==> config.mk <==
export PLATFORM = sky130hd
export DESIGN_NAME = pool_rows
export DESIGN_NICKNAME = d
export VERILOG_FILES = /design/src/rtl/pool_rows.sv
export SDC_FILE = /design/constraint.sdc
export NUM_CORES = 1
export LEC_CHECK = 0
export BUFFER_PORTS_ARGS = -buffer_cell sky130_fd_sc_hd__buf_2
export CELL_PAD_IN_SITES_DETAIL_PLACEMENT = 0
export CELL_PAD_IN_SITES_GLOBAL_PLACEMENT = 1
export CORE_AREA = 2 2 187 189
export CTS_CLUSTER_DIAMETER = 50
export DETAILED_ROUTE_END_ITERATION = 10
export DIE_AREA = 0 0 189 191
export PLACE_DENSITY_LB_ADDON = 0.08
export SLEW_MARGIN = 20
export SYNTH_ARGS = -nofsm -noshare
export SYNTH_HDL_FRONTEND = slang
export SYNTH_SLANG_ARGS = --single-unit
==> constraint.sdc <==
create_clock -name clk -period 3.5 [get_ports clk]
set_input_delay 0.7 -clock clk [delete_from_list [all_inputs] [get_ports clk]]
set_output_delay 0.7 -clock clk [all_outputs]
set_load 0.02 [all_outputs]
==> src/rtl/pool_rows.sv <==
// Vertical pooling stage: reduces each window of K rows per lane to one row by
// max or floor-average; transparent combinational bypass when pooling is off.
module pool_rows #(
  parameter int DWIDTH       = 8,
  parameter int MAT_MUL_SIZE = 4,
  parameter int MASK_WIDTH   = 4
) (
  input  logic                           clk,
  input  logic                           reset,
  input  logic                           enable_pool,
  input  logic                           pool_type,
  input  logic [1:0]                     pool_window_size,
  input  logic                           in_data_available,
  input  logic [MAT_MUL_SIZE*DWIDTH-1:0] inp_data,
  input  logic [MASK_WIDTH-1:0]          validity_mask,
  output logic [MAT_MUL_SIZE*DWIDTH-1:0] out_data,
  output logic                           out_data_available,
  output logic                           done_pool,
  output logic                           o_dbg_state
);

  localparam int SW = DWIDTH + 2;

  // Handshake: a row is consumed on every rising edge where enable_pool and
  // in_data_available are both high; out_data_available is a one-cycle pulse
  // with out_data valid in that cycle. There is no backpressure.
  typedef enum logic {S_IDLE = 1'b0, S_ACCUM = 1'b1} state_t;

  state_t r_state, w_state_next;

  logic [2:0] r_cnt, w_cnt_next, w_k;
  logic [1:0] r_kshift, w_kshift;
  logic       w_accept, w_first, w_complete;

  logic signed [DWIDTH-1:0] r_max      [MAT_MUL_SIZE];
  logic signed [SW-1:0]     r_sum      [MAT_MUL_SIZE];
  logic signed [DWIDTH-1:0] w_lane     [MAT_MUL_SIZE];
  logic signed [DWIDTH-1:0] w_max_next [MAT_MUL_SIZE];
  logic signed [SW-1:0]     w_sum_next [MAT_MUL_SIZE];
  logic signed [DWIDTH-1:0] w_res      [MAT_MUL_SIZE];

  logic [MAT_MUL_SIZE*DWIDTH-1:0] r_out, w_out_next;
  logic                           r_out_valid;

  always_comb begin
    w_accept = enable_pool & in_data_available;
    w_first  = (r_state == S_IDLE);
    w_kshift = r_kshift;
    // K is taken from the window code only on a window's first row.
    if (w_first) begin
      case (pool_window_size)
        2'd0:    w_kshift = 2'd0;
        2'd1:    w_kshift = 2'd1;
        default: w_kshift = 2'd2;
      endcase
    end
    w_k          = 3'd1 << w_kshift;
    w_cnt_next   = w_first ? 3'd1 : r_cnt + 3'd1;
    w_complete   = w_accept && (w_cnt_next == w_k);
    w_state_next = r_state;
    if (w_accept) w_state_next = w_complete ? S_IDLE : S_ACCUM;
  end

  always_ff @(posedge clk or posedge reset) begin
    if (reset) r_state <= S_IDLE;
    else       r_state <= w_state_next;
  end

  always_comb begin
    w_out_next = '0;
    for (int j = 0; j < MAT_MUL_SIZE; j++) begin
      w_lane[j]     = inp_data[j*DWIDTH +: DWIDTH];
      w_max_next[j] = (w_first || (w_lane[j] > r_max[j])) ? w_lane[j] : r_max[j];
      w_sum_next[j] = w_first ? SW'(w_lane[j]) : r_sum[j] + SW'(w_lane[j]);
      // Arithmetic shift floors toward -inf; the quotient always fits DWIDTH.
      w_res[j]      = pool_type ? DWIDTH'(w_sum_next[j] >>> w_kshift) : w_max_next[j];
      w_out_next[j*DWIDTH +: DWIDTH] = validity_mask[j] ? w_res[j] : '0;
    end
  end

  always_ff @(posedge clk or posedge reset) begin
    if (reset) begin
      r_cnt       <= '0;
      r_kshift    <= '0;
      r_out       <= '0;
      r_out_valid <= 1'b0;
      for (int j = 0; j < MAT_MUL_SIZE; j++) begin
        r_max[j] <= '0;
        r_sum[j] <= '0;
      end
    end else if (enable_pool) begin
      r_out_valid <= w_complete;
      if (w_accept) begin
        r_kshift <= w_kshift;
        r_cnt    <= w_complete ? 3'd0 : w_cnt_next;
        for (int j = 0; j < MAT_MUL_SIZE; j++) begin
          r_max[j] <= w_max_next[j];
          r_sum[j] <= w_sum_next[j];
        end
      end
      if (w_complete) r_out <= w_out_next;
    end
  end

  assign out_data           = enable_pool ? r_out : inp_data;
  assign out_data_available = enable_pool ? r_out_valid : in_data_available;
  assign done_pool          = !enable_pool || (r_state == S_IDLE);
  assign o_dbg_state        = r_state;

endmodule

* Word level (Yosys, flattened, before mapping)
Index checks and enable logic that the tools add are counted.
** Word-level totals
- Flip-flop bits (word level) :: 111
- Bits of input ports :: 43
- Output and inout port bits :: 35
- Word-level logic and storage cells :: 64
** Operators by class
- Add/sub/neg operators :: 5
- Magnitude comparators :: 4
- Equality and inequality tests :: 2
- Shift-type cells :: 5
- Muxes and demuxes :: 23
- Bitwise logic cells :: 2
- Reduce and logical (&&, ||, !) cells :: 10
** Operators with widths (count)
- 8-bit 2-to-1 mux :: 12
- 10-bit by 8-bit adder with 10-bit output :: 4
- 10-bit 2-to-1 mux :: 4
- 10-bit by 2-bit >>> shifter with 8-bit output :: 4
- 8-bit > comparator :: 4
- 32-bit 2-to-1 mux :: 1
- 3-bit 2-to-1 mux :: 2
- 1-bit logical OR :: 5
- 2-bit one-hot mux with 2 select lines :: 1
- 2-bit AND reduction :: 2
- 3-bit by 1-bit adder with 3-bit output, second input constant :: 1
- 3-bit == test :: 1
- 1-bit by 2-bit << shifter with 3-bit output, first input constant :: 1
- 2-bit by 1-bit == test with 1-bit output, second input constant :: 1
- 2-bit logical NOT :: 1
- 1-bit 2-to-1 mux :: 2
- 2-bit 2-to-1 mux :: 1
- 1-bit bitwise AND :: 1
- 1-bit logical AND :: 1
- 1-bit logical NOT :: 1
- 1-bit NOT :: 1

* Depth between registers and ports, before layout
Gate-level depths: netlist of the first run.
- Word-level depth :: 7
- Gate-level depth with buffers :: 10
- Depth with buffers taken out :: 9

* Least setup slack after synthesis of the first run
No wires, ideal clock.
- Path type :: in2reg
- From :: input port inp_data[8]
- To :: register r_out[14]
- Setup time :: 76 ps
- Data arrival time :: 2728 ps
- Data required time :: 3424 ps
- Slack :: 696 ps
- Stages :: 9
- Buffers on the path :: 0
- Cells stage by stage :: ha_1 fa_1 a211oi_1 o21ai_0 a2111oi_0 nor3b_1 o32ai_1 a22oi_1 o21ai_1
** On the way
- Cells in the longest elaborated chain, start to end :: 5
- Elaborated cells on any way between the ends :: 8
- Classes of those cells :: add/sub: 1; order compare: 1; shift: 1; mux: 4; reduce/logical: 1
** Ends and longest elaborated chain
- from (decl) :: line 14 : input logic [MAT_MUL_SIZE*DWIDTH-1:0] inp_data,
- 10-bit by 8-bit adder with 10-bit output or 8-bit > comparator (tied branches) :: line 74, 73
- 10-bit 2-to-1 mux or 1-bit logical OR (tied branches) :: line 74, 73
- 10-bit by 2-bit >>> shifter with 8-bit output or 8-bit 2-to-1 mux (tied branches) :: line 76, 73
- 8-bit 2-to-1 mux * :: line 76 : w_res[j] = pool_type ? DWIDTH'(w_sum_next[j] >>> w_kshift) : w_max_next[j];
- 8-bit 2-to-1 mux * :: line 77 : w_out_next[j*DWIDTH +: DWIDTH] = validity_mask[j] ? w_res[j] : '0;
- to (signal assigned) :: line 101 : if (w_complete) r_out <= w_out_next;
- to (decl) :: line 42 : logic [MAT_MUL_SIZE*DWIDTH-1:0] r_out, w_out_next;
Mark *: on every way between the ends. The rest lies on a longest branch, timed or not.
A chain may end at the register's enable or synchronous reset.

* Final worst setup path of the first run
- From :: register r_cnt[0]
- To :: register r_out[31]
** On the way
- Cells in the longest elaborated chain, start to end :: 5
** Ends and longest elaborated chain
- from (decl) :: line 31 : logic [2:0] r_cnt, w_cnt_next, w_k;
- from (signal assigned) :: line 95 : r_cnt <= w_complete ? 3'd0 : w_cnt_next;
- 3-bit by 1-bit adder with 3-bit output :: line 58 : w_cnt_next = w_first ? 3'd1 : r_cnt + 3'd1;
- 3-bit 2-to-1 mux :: line 58
- 3-bit == test :: line 59 : w_complete = w_accept && (w_cnt_next == w_k);
- 1-bit logical AND :: line 59
- 2-bit AND reduction (no line)
Every way passes these cells.

==> impl_metrics.json, run 1 <==
{
  "status": "finished clean",
  "synthDistinctLibCells": 81,
  "holdCritPathClass": "flip-flop to flip-flop",
  "post_cts_buffers": 0,
  "place_congestion": 0.770,
  "final.setup.tns_ps": 0,
  "cts_hold_buf": 0,
  "ant_nets": 0,
  "dpl.hpwl_um": 24300,
  "path_max_fanout": 26,
  "layout.nets": 1322,
  "cts-root-buf": "clkbuf_16",
  "tightest_slew_ps": 947,
  "min_period_ps": 3130,
  "clock_latency_ps": 370,
  "grtUsageTotal_pct": 18.9,
  "drc": 0,
  "first_iter_violations": 434,
  "grt_pass1_vias": 8817,
  "yosysWarnings": 0,
  "report.final.slew_viol_count": 0,
  "cts_max_path_buffers": 2,
  "synth_area_leader_cell": "dfrtp_1",
  "synthTopCellsByArea": "dfrtp_1, ha_1, nand2_1, o21ai_0, mux2_2",
  "drive_above_1_share_pct": 17.9,
  "ctsResizeCount": 0,
  "max_freq_mhz": 320,
  "finalSetupViolations": 0,
  "max_slew_margin_pct": 36.8,
  "cts_buffers": 9,
  "netlist_area_sq_um": 9390,
  "rsz0062_at_grt": "false",
  "yosysSeqAreaShare_pct": 29.6,
  "wirelength_um": 33500,
  "overflow": 0,
  "die_h_um": 191,
  "yosys-top-cells-count": "nand2_1, dfrtp_1, o21ai_0",
  "detail_route.first_pass.iterations": 4,
  "synth_nets": 1245,
  "worstPathArrival_ps": 3410,
  "die_w_um": 189,
  "fin_crit_sh_pct": 89.3,
  "total_leakage_power_nw": 4.92,
  "num_rows": 68,
  "htree_levels": 3,
  "drv_cap": 0,
  "synth_edf_count": 0,
  "finClkSkew_ps": 9.86,
  "routedWlPerCell_um": 20.1,
  "portBuffers": 77,
  "synth.most_common_cell": "nand2_1",
  "ir_drop_mv": 0.325,
  "clkTransAtPathRegs_ps": 80,
  "die_area_sq_um": 36100,
  "async_flop_share_pct": 100,
  "areaGrowthSynthToFinish_pct": 14.8,
  "synth_top_area_share_pct": 29.6,
  "grt_pass1_wl_um": 52700,
  "num_antenna_cells": 0,
  "grt_max_degree": 58,
  "syn_area_per_cell_sq_um": 8.32,
  "clock_sinks": 111,
  "crit_type": "flip-flop to flip-flop",
  "synth_cells": 1129,
  "finalHoldViolCount": 0,
  "vias": 8742,
  "n_fill_cell": 3728,
  "vias_per_cell": 5.25,
  "io_pins": 78,
  "cts_tree": "yes",
  "worstSetupEndpointType": "flip-flop",
  "p_per_area_nw_per_um2": 944,
  "initial_core_util_pct": 27.5,
  "synth_seq_cells": 111,
  "fp.coreArea_sq_um": 34100,
  "start_kind": "flip-flop",
  "antenna_found_initial": 0,
  "post-route-util_pct": 31.6,
  "synthFlopType": "dfrtp_1",
  "critPathRequiredTime_ps": 3780
}
==> layout make-up <==
| cell class | count | area, sq um | area share (%) |
|---|---|---|---|
| clock buffers | 10 | 239 | 2.22 |
| clock inverters | 5 | 57.6 | 0.534 |
| inverters | 63 | 240 | 2.23 |
| multi-input cells | 894 | 6110 | 56.7 |
| flip-flops and latches | 111 | 2780 | 25.8 |
| well taps | 455 | 569 | 5.28 |
| repair buffers | 127 | 786 | 7.29 |
==> logic make-up after synthesis <==
logic type               Yosys count  synth area share, %
multiplexers                      91                 10.4
adder cells (fa/ha/maj)           73                 10.0
buffers and inverters            124                 5.53
AO/OA/AOI/OAI                    339                 24.1
AND/OR/NAND/NOR                  378                 19.1
flip-flops                       111                 29.6
XOR/XNOR                          13                 1.21
==> per-stage QoR <==
stage	hold slack [ps]	setup WS [ps]	instances	total power, mW	instance area [sq um]
detailed placement	465	94.9	1650	9.10	10500
global placement	466	70.2	1650	9.15	10500
CTS	486	344	1665	10.3	10800
finish	478	374	1665	10.2	10800
floorplan	443	696	1129	7.08	9390
global route	504	120	1665	11.2	10800
==> final timing paths <==
kind | start | endpoint | slack [ps] | cells after the start
max reg2reg | r_cnt[0]$_DFFE_PP0P_ | r_out[31]$_DFFE_PP0P_ | 370 | 9
min reg2reg | r_out[20]$_DFFE_PP0P_ | r_out[20]$_DFFE_PP0P_ | 480 | 2
min | r_out[20]$_DFFE_PP0P_ | r_out[20]$_DFFE_PP0P_ | 480 | 2
min in group asynchronous | reset | r_max[17]$_DFFE_PP0P_ | 510 | 2
max in group asynchronous | reset | r_out_valid$_DFFE_PP0P_ | 2220 | 3
max | r_cnt[0]$_DFFE_PP0P_ | r_out[31]$_DFFE_PP0P_ | 370 | 9
==> routing by layer <==
metal  vias to the layer above  global-route usage, %  share of wire [%]
met3                        14                   2.13                2.7
met2                       139                   32.1                 47
met4                         0                   3.16               0.83
li1                       4306                      -                  -
met5                         -                      0                  0
met1                      4283                   26.2                 49
==> flip-flops by register name, indices dropped and copies added, names as in the netlist <==
name	count
o_dbg_state	1
r_cnt	3
r_kshift	2
r_max	32
r_out	32
r_out_valid	1
r_sum	40
==> power by group <==
part	internal (mW)	total (mW)	switching [mW]	leakage, nW
registers	1.88	2.33	0.451	1.39
logic	2.80	6.72	3.92	3.38
clock network	0.575	1.13	0.552	0.149
total	5.25	10.2	4.93	4.92
==> critical path, stage by stage, from the launching register on <==
cell,delay [ps]
dfrtp_1,430
ha_1,250
xor2_1,220
mux2_2,370
o211ai_1,280
and2_2,660
buf_4,350
nand2_1,100
a22o_1,210
a41oi_1,160
==> cells in the final DEF (no fill, tap or decap), types with 6 or more instances in the layout <==
master     count
a211oi_1      22
a21o_1        15
a21oi_1       55
a22o_1         9
a31oi_1       11
and2_1         6
buf_2         77
buf_4         48
clkbuf_16      9
dfrtp_1      110
ha_1          69
inv_1         61
mux2_2        46
mux2i_1       43
nand2_1      188
nand3_1       27
nand3b_1      11
nand4_1        6
nor2_1        57
nor3_1        23
nor4_1         6
nor4bb_1       7
o2111ai_1      9
o211ai_1      13
o21a_1        10
o21ai_0      104
o221ai_1       7
o31ai_1       14
or2_2          8
xnor2_1        8
Note: power is estimated with default switching activity, not from simulation.
==> inputs of run 2 (changes only) <==
clock period = 3.2 ns   (was 3.5 ns; I/O delays follow)
==> run 2 against run 1 <==
- count of clock-buffer cells in the layout rose by 2
- largest cell class unchanged
- combinational power rose by 9.1%
- setup slack got worse by 32 ps
- clock power barely moved
==> impl_metrics.json, run 2 (synthesis results as in run 1) <==
{
  "dp_worst_setup_slack_ps": 64.3,
  "netSwitchingFraction_pct": 48.1,
  "vias_per_cell": 5.17,
  "rsz0062_at_grt": "false",
  "num_rows": 68,
  "report.final.slew_viol_count": 0,
  "cts-root-buf": "clkbuf_16",
  "routedWlPerCell_um": 19.6,
  "p_per_area_nw_per_um2": 1020,
  "holdWs_ps": 325,
  "htree_levels": 3,
  "die_h_um": 191,
  "vias": 8632,
  "wirelength_um": 32700,
  "top_regs": "r_sum x40, r_max x32, r_out x32",
  "intPower_mw": 5.73,
  "first_iter_violations": 420,
  "cts_max_path_buffers": 2,
  "cts_tree": "yes",
  "ir_drop_mv": 0.354,
  "clock_latency_ps": 370,
  "final_cell_mix": "nand2_1, dfrtp_1, o21ai_0, buf_2, ha_1",
  "finalHoldViolCount": 0,
  "grt_pass1_vias": 8838,
  "max_freq_mhz": 350,
  "finClkSkew_ps": 10.8,
  "critPathRequiredTime_ps": 3440,
  "clock_sinks": 111,
  "max_slew_margin_pct": 56.0,
  "worstPathArrival_ps": 3100,
  "largest_register": "r_sum",
  "p_clk_share_pct": 10.5,
  "tightest_slew_ps": 656,
  "start_kind": "flip-flop",
  "layout.nets": 1326,
  "combPwrFrac_pct": 66.3,
  "grt_pass1_wl_um": 52400,
  "portBuffers": 77,
  "grt_max_degree": 103,
  "clkTransAtPathRegs_ps": 80,
  "crit_type": "flip-flop to flip-flop",
  "final_common_cell": "nand2_1",
  "initial_core_util_pct": 27.5,
  "drc": 0,
  "cts_hold_buf": 0,
  "ant_nets": 0,
  "fp.coreArea_sq_um": 34100,
  "finalSetupViolations": 0,
  "dpl.hpwl_um": 23900,
  "die_w_um": 189,
  "place_congestion": 0.769,
  "antenna_found_initial": 0,
  "switching_power_mw": 5.32,
  "drive_above_1_share_pct": 18.1,
  "largest_reg_flops": 40,
  "io_pins": 78,
  "p_seq_share_pct": 23.2,
  "cts_buffers": 9,
  "min_period_ps": 2860,
  "detail_route.first_pass.iterations": 4,
  "setup_slack_ps": 342,
  "holdCritPathClass": "input port to asynchronous set/reset pin",
  "die_area_sq_um": 36100,
  "worstSetupEndpointType": "flip-flop",
  "num_antenna_cells": 0,
  "final.setup.tns_ps": 0,
  "path_max_fanout": 29,
  "total_leakage_power_nw": 4.94,
  "grtUsageTotal_pct": 18.7,
  "status": "finished clean",
  "drv_cap": 0,
  "fin_crit_sh_pct": 89.3,
  "areaGrowthSynthToFinish_pct": 15.3,
  "post_cts_buffers": 0,
  "ctsResizeCount": 0,
  "overflow": 0
}
==> run 2: cell count changes in the layout (fill, tap and decap cells not counted), sizes merged <==
cell    previous run  this run
buf              127       131
bufinv             1         0
clkbuf            10        12
inv               63        62
==> run 2: power groups by stage <==
stage          sequential (mW)  combinational (mW)  clock [mW]
2_1_floorplan             2.40                5.34           0
5_1_grt                   2.67                8.28        1.26
3_3_place_gp              2.59                7.40           0
6_report                  2.57                7.33        1.16
3_5_place_dp              2.59                7.36           0
4_1_cts                   2.57                7.40        1.23
==> run 2: routing by layer <==
layer / part of all wire, % / vias to the layer above / track usage (%)
met3: 2.2 / 19 / 1.98
met1: 50 / 4169 / 26.1
met5: 0 / - / 0
met2: 47 / 126 / 31.3
met4: 0.94 / 0 / 3.55
li1: - / 4318 / -
==> run 2: final timing paths <==
kind	cells after the start	slack, ps	start	end
max in group asynchronous	3	2230	reset	r_max[28]$_DFFE_PP0P_
max	9	340	r_cnt[0]$_DFFE_PP0P_	r_out[6]$_DFFE_PP0P_
min reg2reg	2	490	r_out[9]$_DFFE_PP0P_	r_out[9]$_DFFE_PP0P_
min	2	330	reset	r_max[20]$_DFFE_PP0P_
max reg2reg	9	340	r_cnt[0]$_DFFE_PP0P_	r_out[6]$_DFFE_PP0P_
min in group clk	2	490	r_out[9]$_DFFE_PP0P_	r_out[9]$_DFFE_PP0P_
==> run 2: stage by stage <==
stage,total power [mW],instance area [sq um],instances,util [%]
2_1_floorplan,7.74,9390,1129,-
3_3_place_gp,9.99,10600,1654,30.9
3_5_place_dp,9.95,10600,1654,30.9
4_1_cts,11.2,10800,1669,31.7
5_1_grt,12.2,10800,1669,31.7
6_report,11.1,10800,1669,31.7
==> run 2: layout make-up <==
class / count / area (sq um)
inverter: 63 / 240
timing repair buffer: 131 / 853
sequential: 111 / 2780
tap: 455 / 569
multi-input combinational: 894 / 6110
clock inverter: 3 / 18.8
fill: 3680 / 23300
clock buffer: 12 / 256
==> run 2: worst max-delay path, stage by stage, from the launching register on <==
cell	delay [ps]
dfrtp_1	450
ha_1	260
xor2_1	230
mux2_2	380
o211ai_1	420
and2_2	400
buf_12	260
nor2_1	60
o311ai_1	110
o21ai_0	150
